===== src/rtl/peripheral_msi_ahb4_pkg.sv =====
// Shared AHB4-Lite encodings and master FSM state for the MSI AHB4 master engine.
package peripheral_msi_ahb4_pkg;

    // HTRANS encodings
    localparam logic [1:0] HTRANS_IDLE   = 2'b00;
    localparam logic [1:0] HTRANS_BUSY   = 2'b01;
    localparam logic [1:0] HTRANS_NONSEQ = 2'b10;
    localparam logic [1:0] HTRANS_SEQ    = 2'b11;

    // HBURST encodings used by this master
    localparam logic [2:0] HBURST_SINGLE = 3'b000;
    localparam logic [2:0] HBURST_INCR   = 3'b001;

    // HSIZE encodings
    localparam logic [2:0] HSIZE_BYTE  = 3'b000;
    localparam logic [2:0] HSIZE_HALF  = 3'b001;
    localparam logic [2:0] HSIZE_WORD  = 3'b010;
    localparam logic [2:0] HSIZE_DWORD = 3'b011;

    // Master FSM: normal issue, error recovery, replay of the cancelled command
    typedef enum logic [1:0] {
        ST_RUN    = 2'b00,
        ST_ERR    = 2'b01,
        ST_REPLAY = 2'b10
    } mst_state_e;

    // NONSEQ and SEQ both carry a real transfer; IDLE and BUSY do not
    function automatic logic trans_active(input logic [1:0] htrans);
        return htrans[1];
    endfunction

endpackage


===== src/rtl/peripheral_msi_ahb4_seq_detect.sv =====
// Burst-continuation check: decides whether a new command can follow the
// transfer currently in the address phase as an INCR SEQ beat.
// Only compiled when PERIPHERAL_MSI_AHB4_INCR_BURST_EN is defined.
`ifdef PERIPHERAL_MSI_AHB4_INCR_BURST_EN
module peripheral_msi_ahb4_seq_detect
    import peripheral_msi_ahb4_pkg::*;
#(
    parameter int PLEN = 64
) (
    input  logic            prev_valid_i,
    input  logic            prev_write_i,
    input  logic [2:0]      prev_size_i,
    input  logic [PLEN-1:0] prev_addr_i,
    input  logic            cmd_write_i,
    input  logic [2:0]      cmd_size_i,
    input  logic [PLEN-1:0] cmd_addr_i,
    output logic            seq_o
);

    logic [PLEN-1:0] next_addr;

    // Contiguous, same direction and size, and inside the same 1 KB page
    always_comb begin
        next_addr = prev_addr_i + (PLEN'(1) << prev_size_i);
        seq_o     = prev_valid_i
                 && (cmd_write_i == prev_write_i)
                 && (cmd_size_i == prev_size_i)
                 && (cmd_addr_i == next_addr)
                 && (cmd_addr_i[PLEN-1:10] == prev_addr_i[PLEN-1:10]);
    end

endmodule
`endif


===== src/rtl/peripheral_msi_master_ahb4.sv =====
// AHB4-Lite master engine: turns a valid/ready command stream into pipelined
// AHB-Lite transfers (address phase AP, data phase DP) and returns one
// in-order response per command. An ERROR response cancels the command in AP,
// which is replayed after the error completes.
// Optional: PERIPHERAL_MSI_AHB4_INCR_BURST_EN issues contiguous runs as INCR bursts.
module peripheral_msi_master_ahb4
    import peripheral_msi_ahb4_pkg::*;
#(
    parameter int         XLEN          = 64,
    parameter int         PLEN          = 64,
    parameter logic [3:0] HPROT_DEFAULT = 4'b0011
) (
    input  logic            HCLK,
    input  logic            HRESET,
    input  logic            cmd_valid,
    output logic            cmd_ready,
    input  logic            cmd_write,
    input  logic [PLEN-1:0] cmd_addr,
    input  logic [2:0]      cmd_size,
    input  logic [XLEN-1:0] cmd_wdata,
    output logic            rsp_valid,
    output logic [XLEN-1:0] rsp_rdata,
    output logic            rsp_error,
    output logic            HSEL,
    output logic [PLEN-1:0] HADDR,
    output logic [XLEN-1:0] HWDATA,
    output logic            HWRITE,
    output logic [2:0]      HSIZE,
    output logic [2:0]      HBURST,
    output logic [3:0]      HPROT,
    output logic [1:0]      HTRANS,
    output logic            HMASTLOCK,
    input  logic [XLEN-1:0] HRDATA,
    input  logic            HREADY,
    input  logic            HRESP
);

    mst_state_e state_q, state_d;

    // Address phase: the AHB control outputs plus the command's write data
    logic            hsel_q;
    logic [PLEN-1:0] haddr_q;
    logic            hwrite_q;
    logic [2:0]      hsize_q;
    logic [2:0]      hburst_q;
    logic [1:0]      htrans_q;
    logic [XLEN-1:0] ap_wdata_q;

    // Data phase
    logic            dp_valid_q;
    logic            dp_write_q;
    logic [XLEN-1:0] hwdata_q;

    // Command cancelled by an ERROR response, waiting to be re-issued
    logic            rp_valid_q;
    logic            rp_write_q;
    logic [PLEN-1:0] rp_addr_q;
    logic [2:0]      rp_size_q;
    logic [XLEN-1:0] rp_wdata_q;

    logic            rsp_valid_q;
    logic [XLEN-1:0] rsp_rdata_q;
    logic            rsp_error_q;

    logic            ap_valid;
    logic            cmd_accept;
    logic            err_enter;
    logic [1:0]      cmd_trans;
    logic [2:0]      cmd_burst;

    assign ap_valid   = trans_active(htrans_q);
    assign cmd_ready  = !HRESET && HREADY && (state_q == ST_RUN);
    assign cmd_accept = cmd_valid && cmd_ready;
    // First cycle of a two-cycle ERROR response on the transfer in DP
    assign err_enter  = (state_q == ST_RUN) && HRESP && !HREADY && dp_valid_q;

`ifdef PERIPHERAL_MSI_AHB4_INCR_BURST_EN
    logic cmd_seq;

    peripheral_msi_ahb4_seq_detect #(
        .PLEN (PLEN)
    ) u_seq_detect (
        .prev_valid_i (ap_valid && (hburst_q == HBURST_INCR)),
        .prev_write_i (hwrite_q),
        .prev_size_i  (hsize_q),
        .prev_addr_i  (haddr_q),
        .cmd_write_i  (cmd_write),
        .cmd_size_i   (cmd_size),
        .cmd_addr_i   (cmd_addr),
        .seq_o        (cmd_seq)
    );

    assign cmd_trans = cmd_seq ? HTRANS_SEQ : HTRANS_NONSEQ;
    assign cmd_burst = HBURST_INCR;
`else
    assign cmd_trans = HTRANS_NONSEQ;
    assign cmd_burst = HBURST_SINGLE;
`endif

    // State register
    always_ff @(posedge HCLK) begin
        // NOTE: sequential state uses non-blocking assignments so every flop samples pre-edge values.
        if (HRESET) state_q <= ST_RUN;
        else        state_q <= state_d;
    end

    // Next-state logic for error recovery and replay
    always_comb begin
        // NOTE: default first so every path assigns state_d and no latch is inferred.
        state_d = state_q;
        unique case (state_q)
            ST_RUN:    if (err_enter) state_d = ST_ERR;
            ST_ERR:    if (HREADY)    state_d = rp_valid_q ? ST_REPLAY : ST_RUN;
            ST_REPLAY: if (HREADY)    state_d = ST_RUN;
            default:                  state_d = ST_RUN;
        endcase
    end

    // AP/DP pipeline, replay capture and response generation
    always_ff @(posedge HCLK) begin
        if (HRESET) begin
            hsel_q      <= 1'b0;
            haddr_q     <= '0;
            hwrite_q    <= 1'b0;
            hsize_q     <= HSIZE_BYTE;
            hburst_q    <= HBURST_SINGLE;
            htrans_q    <= HTRANS_IDLE;
            ap_wdata_q  <= '0;
            dp_valid_q  <= 1'b0;
            dp_write_q  <= 1'b0;
            hwdata_q    <= '0;
            rp_valid_q  <= 1'b0;
            rp_write_q  <= 1'b0;
            rp_addr_q   <= '0;
            rp_size_q   <= HSIZE_BYTE;
            rp_wdata_q  <= '0;
            rsp_valid_q <= 1'b0;
            rsp_rdata_q <= '0;
            rsp_error_q <= 1'b0;
        end else begin
            rsp_valid_q <= 1'b0;
            if (err_enter) begin
                // Cancel the AP transfer and keep it for replay
                htrans_q <= HTRANS_IDLE;
                hsel_q   <= 1'b0;
                if (ap_valid) begin
                    rp_valid_q <= 1'b1;
                    rp_write_q <= hwrite_q;
                    rp_addr_q  <= haddr_q;
                    rp_size_q  <= hsize_q;
                    rp_wdata_q <= ap_wdata_q;
                end
            end else if (HREADY) begin
                if (dp_valid_q) begin
                    rsp_valid_q <= 1'b1;
                    rsp_rdata_q <= dp_write_q ? '0 : HRDATA;
                    rsp_error_q <= HRESP;
                end
                dp_valid_q <= ap_valid;
                dp_write_q <= hwrite_q;
                hwdata_q   <= ap_wdata_q;
                if (cmd_accept) begin
                    hsel_q     <= 1'b1;
                    haddr_q    <= cmd_addr;
                    hwrite_q   <= cmd_write;
                    hsize_q    <= cmd_size;
                    hburst_q   <= cmd_burst;
                    htrans_q   <= cmd_trans;
                    ap_wdata_q <= cmd_wdata;
                end else if (state_q == ST_REPLAY) begin
                    hsel_q     <= 1'b1;
                    haddr_q    <= rp_addr_q;
                    hwrite_q   <= rp_write_q;
                    hsize_q    <= rp_size_q;
                    hburst_q   <= HBURST_SINGLE;
                    htrans_q   <= HTRANS_NONSEQ;
                    ap_wdata_q <= rp_wdata_q;
                    rp_valid_q <= 1'b0;
                end else begin
                    hsel_q   <= 1'b0;
                    htrans_q <= HTRANS_IDLE;
                end
            end
        end
    end

    assign HSEL      = hsel_q;
    assign HADDR     = haddr_q;
    assign HWDATA    = hwdata_q;
    assign HWRITE    = hwrite_q;
    assign HSIZE     = hsize_q;
    assign HBURST    = hburst_q;
    assign HTRANS    = htrans_q;
    assign HPROT     = HPROT_DEFAULT;
    assign HMASTLOCK = 1'b0;
    assign rsp_valid = rsp_valid_q;
    assign rsp_rdata = rsp_rdata_q;
    assign rsp_error = rsp_error_q;

endmodule


===== config.mk =====
export PLATFORM = sky130hd
export DESIGN_NAME = peripheral_msi_master_ahb4
export DESIGN_NICKNAME = d
export VERILOG_FILES = /design/src/rtl/peripheral_msi_ahb4_pkg.sv /design/src/rtl/peripheral_msi_ahb4_seq_detect.sv /design/src/rtl/peripheral_msi_master_ahb4.sv
export SDC_FILE = /design/constraint.sdc
export NUM_CORES = 1
export LEC_CHECK = 0
export BUFFER_PORTS_ARGS = -buffer_cell sky130_fd_sc_hd__buf_2
export CORE_ASPECT_RATIO = 0.5
export CORE_UTILIZATION = 49
export CTS_CLUSTER_DIAMETER = 80
export DETAILED_ROUTE_END_ITERATION = 6
export GPL_ROUTABILITY_DRIVEN = 0
export PLACE_DENSITY = 0.87
export SETUP_SLACK_MARGIN = 0.05
export SYNTH_ARGS = -nofsm -noshare
export SYNTH_HDL_FRONTEND = slang
export SYNTH_SLANG_ARGS = --single-unit
export TNS_END_PERCENT = 1

===== constraint.sdc =====
create_clock -name HCLK -period 1.7 [get_ports HCLK]
set_clock_uncertainty 0.2 [all_clocks]
set_input_delay 0.17 -clock HCLK [delete_from_list [all_inputs] [get_ports HCLK]]
set_output_delay 0.17 -clock HCLK [all_outputs]
set_load 0.005 [all_outputs]

==> results of run 1 <==
## per-layer routing
layer	routed length, um	part of all wire [%]	vias up
li1	-	-	7462
met1	23800	37	8142
met3	5280	8.2	385
met2	30200	47	1104
met4	4910	7.6	0
met5	0	0	-
## state kept, by name, summed over array words and instances (netlist names)
name / cells
HWDATA: 64
rp_write_q: 1
rp_valid_q: 1
HWRITE: 1
rp_size_q: 3
rp_wdata_q: 64
HTRANS: 1
rsp_valid: 1
rsp_error: 1
state_q: 2
ap_wdata_q: 64
rp_addr_q: 64
dp_write_q: 1
rsp_rdata: 64
HSIZE: 3
HADDR: 64
dp_valid_q: 1
## synth_stat cells (3+ instances only)
library cell	instances
dfxtp_1	400
nand2b_1	266
nand2_1	202
mux2i_1	198
inv_1	132
a22oi_1	131
clkbuf_1	106
a221oi_2	90
nor2_1	68
a21oi_1	67
nand3b_1	65
a221oi_1	41
buf_2	36
buf_4	27
buf_6	11
buf_1	8
nor4_1	3
## worst max-delay path by stage
stage	from	endpoint	slack [ns]	cells after the start
3_5_place_dp	state_q[0]	rp_wdata_q[41]	-0.16	6
3_3_place_gp	state_q[0]	rp_wdata_q[52]	-0.06	6
4_1_cts	state_q[0]	cmd_ready	-0.20	4
5_1_grt	state_q[0]	ap_wdata_q[56]	-0.51	7
6_report	state_q[0]	ap_wdata_q[56]	-0.58	7
2_1_floorplan	state_q[1]	HADDR[10]	0.002	8
## layout make-up
type	instances	area (um2)	share of cell area, %
Clock buffer	49	1000	4.13
Multi-Input combinational cell	1150	8510	35.2
Antenna cell	7	17.5	0.0723
Sequential cell	400	8010	33.1
Timing Repair Buffer	691	5400	22.3
Inverter	132	495	2.05
Clock inverter	14	184	0.759
Tap cell	475	594	2.45
## where the power goes
| part | total (mW) | switching [mW] | leakage [nW] | internal, mW |
|---|---|---|---|---|
| Clock | 8.62 | 3.85 | 0.581 | 4.78 |
| Sequential | 9.76 | 0.183 | 3.24 | 9.58 |
| Combinational | 2.31 | 1.14 | 5.90 | 1.17 |
| Total | 20.7 | 5.17 | 9.72 | 15.5 |
## worst max-delay path, stage by stage, from the launching register on
cell and delay, ns:
dfxtp_2 0.34, nor4b_4 0.33, buf_4 0.19, buf_12 0.12, buf_4 0.12, clkbuf_16 0.16, a22oi_1 0.14, a221oi_2 0.51
## timing repair
item	in CTS	in global routing
cloned	2	8
resized for setup	15	36
endpoints found under the setup margin	265	341
hold endpoints to repair	206	1
pin swaps	24	36
buffers inserted	4	12
## layout by cell type, fill, tap and decap left out, drive strengths merged, types with 9 or more instances in the layout
| cell | instances |
|---|---|
| a21oi | 67 |
| clkinv | 9 |
| nand2b | 266 |
| mux2i | 198 |
| nor2 | 68 |
| dfxtp | 400 |
| a221oi | 131 |
| a22oi | 131 |
| nand3b | 65 |
| nand2 | 202 |
| clkbuf | 57 |
| conb | 9 |
| dlygate4sd3 | 199 |
| inv | 132 |
| buf | 483 |
## cells by family after synthesis
group	synth area share, %
simple gates	18.3
flops	45.2
compound gates	17.3
buf+inv	8.07
mux	11.2
other cells	0.0424
==> results.tsv, run 1 <==
stage	metric	value	unit
status	status	complete, but fails checks	
status	violations	DRC, setup timing	
clock_network	cts_tree	yes	
clock_network	ctsHoldBuffers	199	
floorplan	start_util	50.6	%
placement	placed_cell_area	20300	um2
placement	dp_hpwl	32500	um
critical_path	rrSetupSlack	-0.58	ns
detailed_routing	drt_iter0_drc	2024	
clock_network	cts_root_buffer	clkbuf_16	
timing	finalCriticalPeriod	2.28	ns
timing	fin_ws	-0.579	ns
logic_synthesis	ys_ff_latch	400	
timing	worst_pin_slew	0.788	ns
logic_synthesis	ys_async_sr_fraction	0	%
detailed_routing	num_vias	17100	
timing	fin_setup_tns	-41.93	ns
timing	relSlewSlack	47.5	%
global_route	use_met2	52.5	%
logic_synthesis	syn_avg_cell_area	9.51	um2
floorplan	die_h	136	um
finish	flow.area_growth_from_synthesis	36.6	%
floorplan	die_w	271	um
logic_synthesis	synth_top_area_share	45.2	%
global_route	grt_max_degree	186	
global_route	track_usage	31.1	%
logic_synthesis	yosysTopAreaCell	dfxtp_1	
finish	fin_area	24200	um2
power_and_ir_drop	power_density	855	nW/um2
detailed_routing	drc	15	
global_route	antenna_found_initial	6	
global_route	gr-max-usage-layer	met2	
timing	max_freq	439	MHz
critical_path	required	1.88	ns
timing	hold-worst-slack	0.00221	ns
clock_network	clk_pin_slew	0.08	ns
clock_network	numCtsBuffers	37	
floorplan	row_count	48	
power_and_ir_drop	ir_worst_vdd	547	uV
detailed_routing	drtPass1Iterations	7	
critical_path	r2r_end	ap_wdata_q[56]	
worst_hold_path	hold_end	rp_valid_q	
critical_path	critPathLaunchType	flop	
timing	hold_violations	0	
critical_path	cp-end-kind	flop	
placement	place_inst	2623	
timing	rsz0062_at_grt	yes	
logic_synthesis	synth_edf_count	0	
finish	post-route-util	69.2	%
logic_synthesis	synth_ff_type	dfxtp_1	
job	cap_violations	0	
floorplan	io_pins	411	
clock_network	clock_path_buffers	3	
global_route	met1_usage	35.4	%
clock_network	htreeDepth	2	
global_route	gr-usage-met3	6.60	%
detailed_routing	ant_nets	0	
worst_hold_path	worstHoldPathType	in2reg	
logic_synthesis	yosys_warnings	0	
worst_hold_path	min_path_cells	4	
critical_path	cp_max_fo	11	
floorplan	die_area	37000	um2
placement	dp_slack	-0.156	ns
timing	maxSlewViolCount	0	
logic_synthesis	synthDistinctLibCells	27	
worst_hold_path	holdCritStartpoint	HREADY	
detailed_routing	wl	64200	um
critical_path	reg2reg_from	state_q[0]	
finish	drive_above_1_share	27.5	%
power_and_ir_drop	leakage	9.72	nW
placement	port_buffers	401	
clock_network	insertion_delay	0.55	ns
logic_synthesis	synthCells	1863	
floorplan	core-area	35000	um2
detailed_routing	via_per_inst	5.86	
logic_synthesis	synth_seq_area_share	45.2	%
global_route	grt-ovfl-total	0	
clock_network	cts_sinks	400	
logic_synthesis	synth_area	17700	um2
global_route	grt_pass1_vias	16600	
critical_path	arrival	2.46	ns
logic_synthesis	synth_area_leaders	dfxtp_1 45%, mux2i_1 11%, nand2b_1 9.4%	
finish	finalNonFillerCells	2918	
finish	nets	2613	
critical_path	critPathKind	reg2reg	
finish	fillers	2241	
global_route	grt_pass1_wl	90900	um
timing	setup_viol	267	
timing	min_period_over_period	134	%
power_and_ir_drop	power.total	20.7	mW
detailed_routing	drt-wirelength-per-cell	22.0	um
critical_path	reg2reg_depth	7	
Note: power is estimated with default switching activity, not from simulation.
==> run 2, diff against run 1 <==
--- a/config.mk
+++ b/config.mk
@@ -5,7 +5,7 @@
 export SDC_FILE = /design/constraint.sdc
 export NUM_CORES = 1
 export LEC_CHECK = 0
-export BUFFER_PORTS_ARGS = -buffer_cell sky130_fd_sc_hd__buf_2
+export BUFFER_PORTS_ARGS = -buffer_cell sky130_fd_sc_hd__buf_4
 export CORE_ASPECT_RATIO = 0.5
 export CORE_UTILIZATION = 49
 export CTS_CLUSTER_DIAMETER = 80
==> results.tsv, run 2 (synthesis results as in run 1) <==
stage	metric	value	unit
power_and_ir_drop	pwr-share-comb	12.0	%
critical_path	arrival	2.51	ns
floorplan	row_count	48	
clock_network	insertion_delay	0.54	ns
timing	worst_pin_slew	0.770	ns
floorplan	die_w	271	um
detailed_routing	num_vias	17300	
clock_network	numCtsBuffers	37	
finish	fillers	2115	
critical_path	critPathKind	reg2reg	
placement	dp_hpwl	33100	um
job	cap_violations	0	
worst_hold_path	worstHoldPathType	in2reg	
finish	drive_above_1_share	27.7	%
finish	flow.area_growth_from_synthesis	41.9	%
detailed_routing	drtPass1Iterations	7	
timing	min_period_over_period	137	%
timing	setup_viol	265	
finish	fin_area	25100	um2
floorplan	io_pins	411	
detailed_routing	wl	65800	um
timing	max_freq	428	MHz
finish	final_cell_mix	427 x buf_4, 398 x dfxtp_1, 266 x nand2b_1	
status	violations	DRC, setup timing	
global_route	grt_pass1_wl	93400	um
global_route	track_usage	31.8	%
timing	finalCriticalPeriod	2.33	ns
global_route	grt_pass1_vias	17000	
floorplan	die_h	136	um
floorplan	die_area	37000	um2
detailed_routing	drc	2	
detailed_routing	ant_nets	0	
detailed_routing	via_per_inst	5.92	
clock_network	htreeDepth	2	
clock_network	cts_root_buffer	clkbuf_16	
power_and_ir_drop	power_frac_seq	46.7	%
floorplan	core-area	35000	um2
finish	post-route-util	71.8	%
finish	layout_commonest_cell	buf_4	
power_and_ir_drop	power_switching	5.31	mW
critical_path	required	1.87	ns
critical_path	cp-end-kind	flop	
power_and_ir_drop	intPower	15.7	mW
floorplan	start_util	50.6	%
status	status	complete, but fails checks	
placement	dp_slack	-0.170	ns
clock_network	clk_pin_slew	0.08	ns
detailed_routing	drt-wirelength-per-cell	22.5	um
clock_network	cts_tree	yes	
critical_path	critPathLaunchType	flop	
global_route	grt-ovfl-total	0	
power_and_ir_drop	leakage	9.88	nW
power_and_ir_drop	p_clk_share	41.3	%
global_route	grt_max_degree	154	
power_and_ir_drop	ir_worst_vdd	530	uV
global_route	antenna_found_initial	8	
finish	nets	2612	
timing	hold_violations	0	
timing	maxSlewViolCount	0	
critical_path	cp_max_fo	23	
timing	relSlewSlack	48.7	%
power_and_ir_drop	swShare	25.3	%
detailed_routing	drt_iter0_drc	2026	
placement	placed_cell_area	21500	um2
clock_network	clock_path_buffers	3	
timing	rsz0062_at_grt	yes	
clock_network	cts_sinks	400	
placement	port_buffers	401	
timing	fin_ws	-0.635	ns
power_and_ir_drop	power_density	834	nW/um2
[run 2: changes by cell type in the layout (fill, tap and decap cells not counted), moves of 6 or more]
cell       delta
clkbuf_16     -8
a221oi_1     +11
a22oi_2      +13
a221oi_2     -11
buf_2       -396
buf_4       +391
buf_12        +8
a22oi_1      -13
clkbuf_8      +6
[run 2: worst max-delay path, stage by stage, from the launching register on]
cell,delay (ns)
dfxtp_4,0.37
nor4b_4,0.30
buf_6,0.16
buf_12,0.10
buf_4,0.13
buf_12,0.17
a22oi_1,0.12
a221oi_2,0.62
[run 2: layout make-up]
class / count / area (um2) / area share (%)
clock inverter: 14 / 126 / 0.503
multi-input combinational: 1150 / 8490 / 33.8
antenna: 7 / 17.5 / 0.0697
clock buffer: 51 / 1070 / 4.25
sequential: 400 / 8010 / 31.9
tap: 475 / 594 / 2.36
timing repair buffer: 690 / 6340 / 25.2
inverter: 132 / 495 / 1.97
[run 2: what timing repair did]
item,4_1_cts,5_1_grt
hold buffers,199,0
buffers inserted,4,9
pin swaps,1,78
resized for setup,22,41
gates cloned,4,0
setup endpoints to repair,265,268
endpoints found under the hold margin,203,0
[run 2: final timing paths]
| check | endpoint | slack (ns) | start | cells after the start |
|---|---|---|---|---|
| max reg2reg | HADDR[20] | -0.63 | state_q[0] | 7 |
| min | rp_addr_q[16] | 0.01 | HREADY | 4 |
| min reg2reg | rsp_rdata[21] | 0.25 | rsp_rdata[21] | 2 |
| max | HADDR[20] | -0.63 | state_q[0] | 7 |
[run 2: layer usage]
layer  vias up  part of all wire, %  GRT usage [%]
li1       7470                    -              -
met1      8248                   36           35.4
met2      1115                   48           54.7
met3       432                  8.6           6.40
met4         6                  8.0           23.9
met5         -                0.059              0
[run 2: metrics by stage]
step | instances | hold slack [ns] | TNS [ns] | power (mW)
after global routing | 2917 | 0.00755 | -52.15 | 21.5
after CTS | 2903 | -0.0221 | -30.21 | 20.6
after detailed placement | 2631 | 0.237 | -23.93 | 11.8
after floorplan | 1870 | 0.106 | 0 | 11.0
final | 2919 | 0.0140 | -42.34 | 21.0
after global placement | 2631 | 0.237 | -6.36 | 11.8
[run 2: power groups by stage]
stage,clock network (mW),registers [mW],logic [mW]
CTS,8.50,9.76,2.30
finish,8.66,9.79,2.51
detailed placement,0,9.97,1.87
global route,9.07,9.80,2.63
global placement,0,9.96,1.82
floorplan,0,9.93,1.05
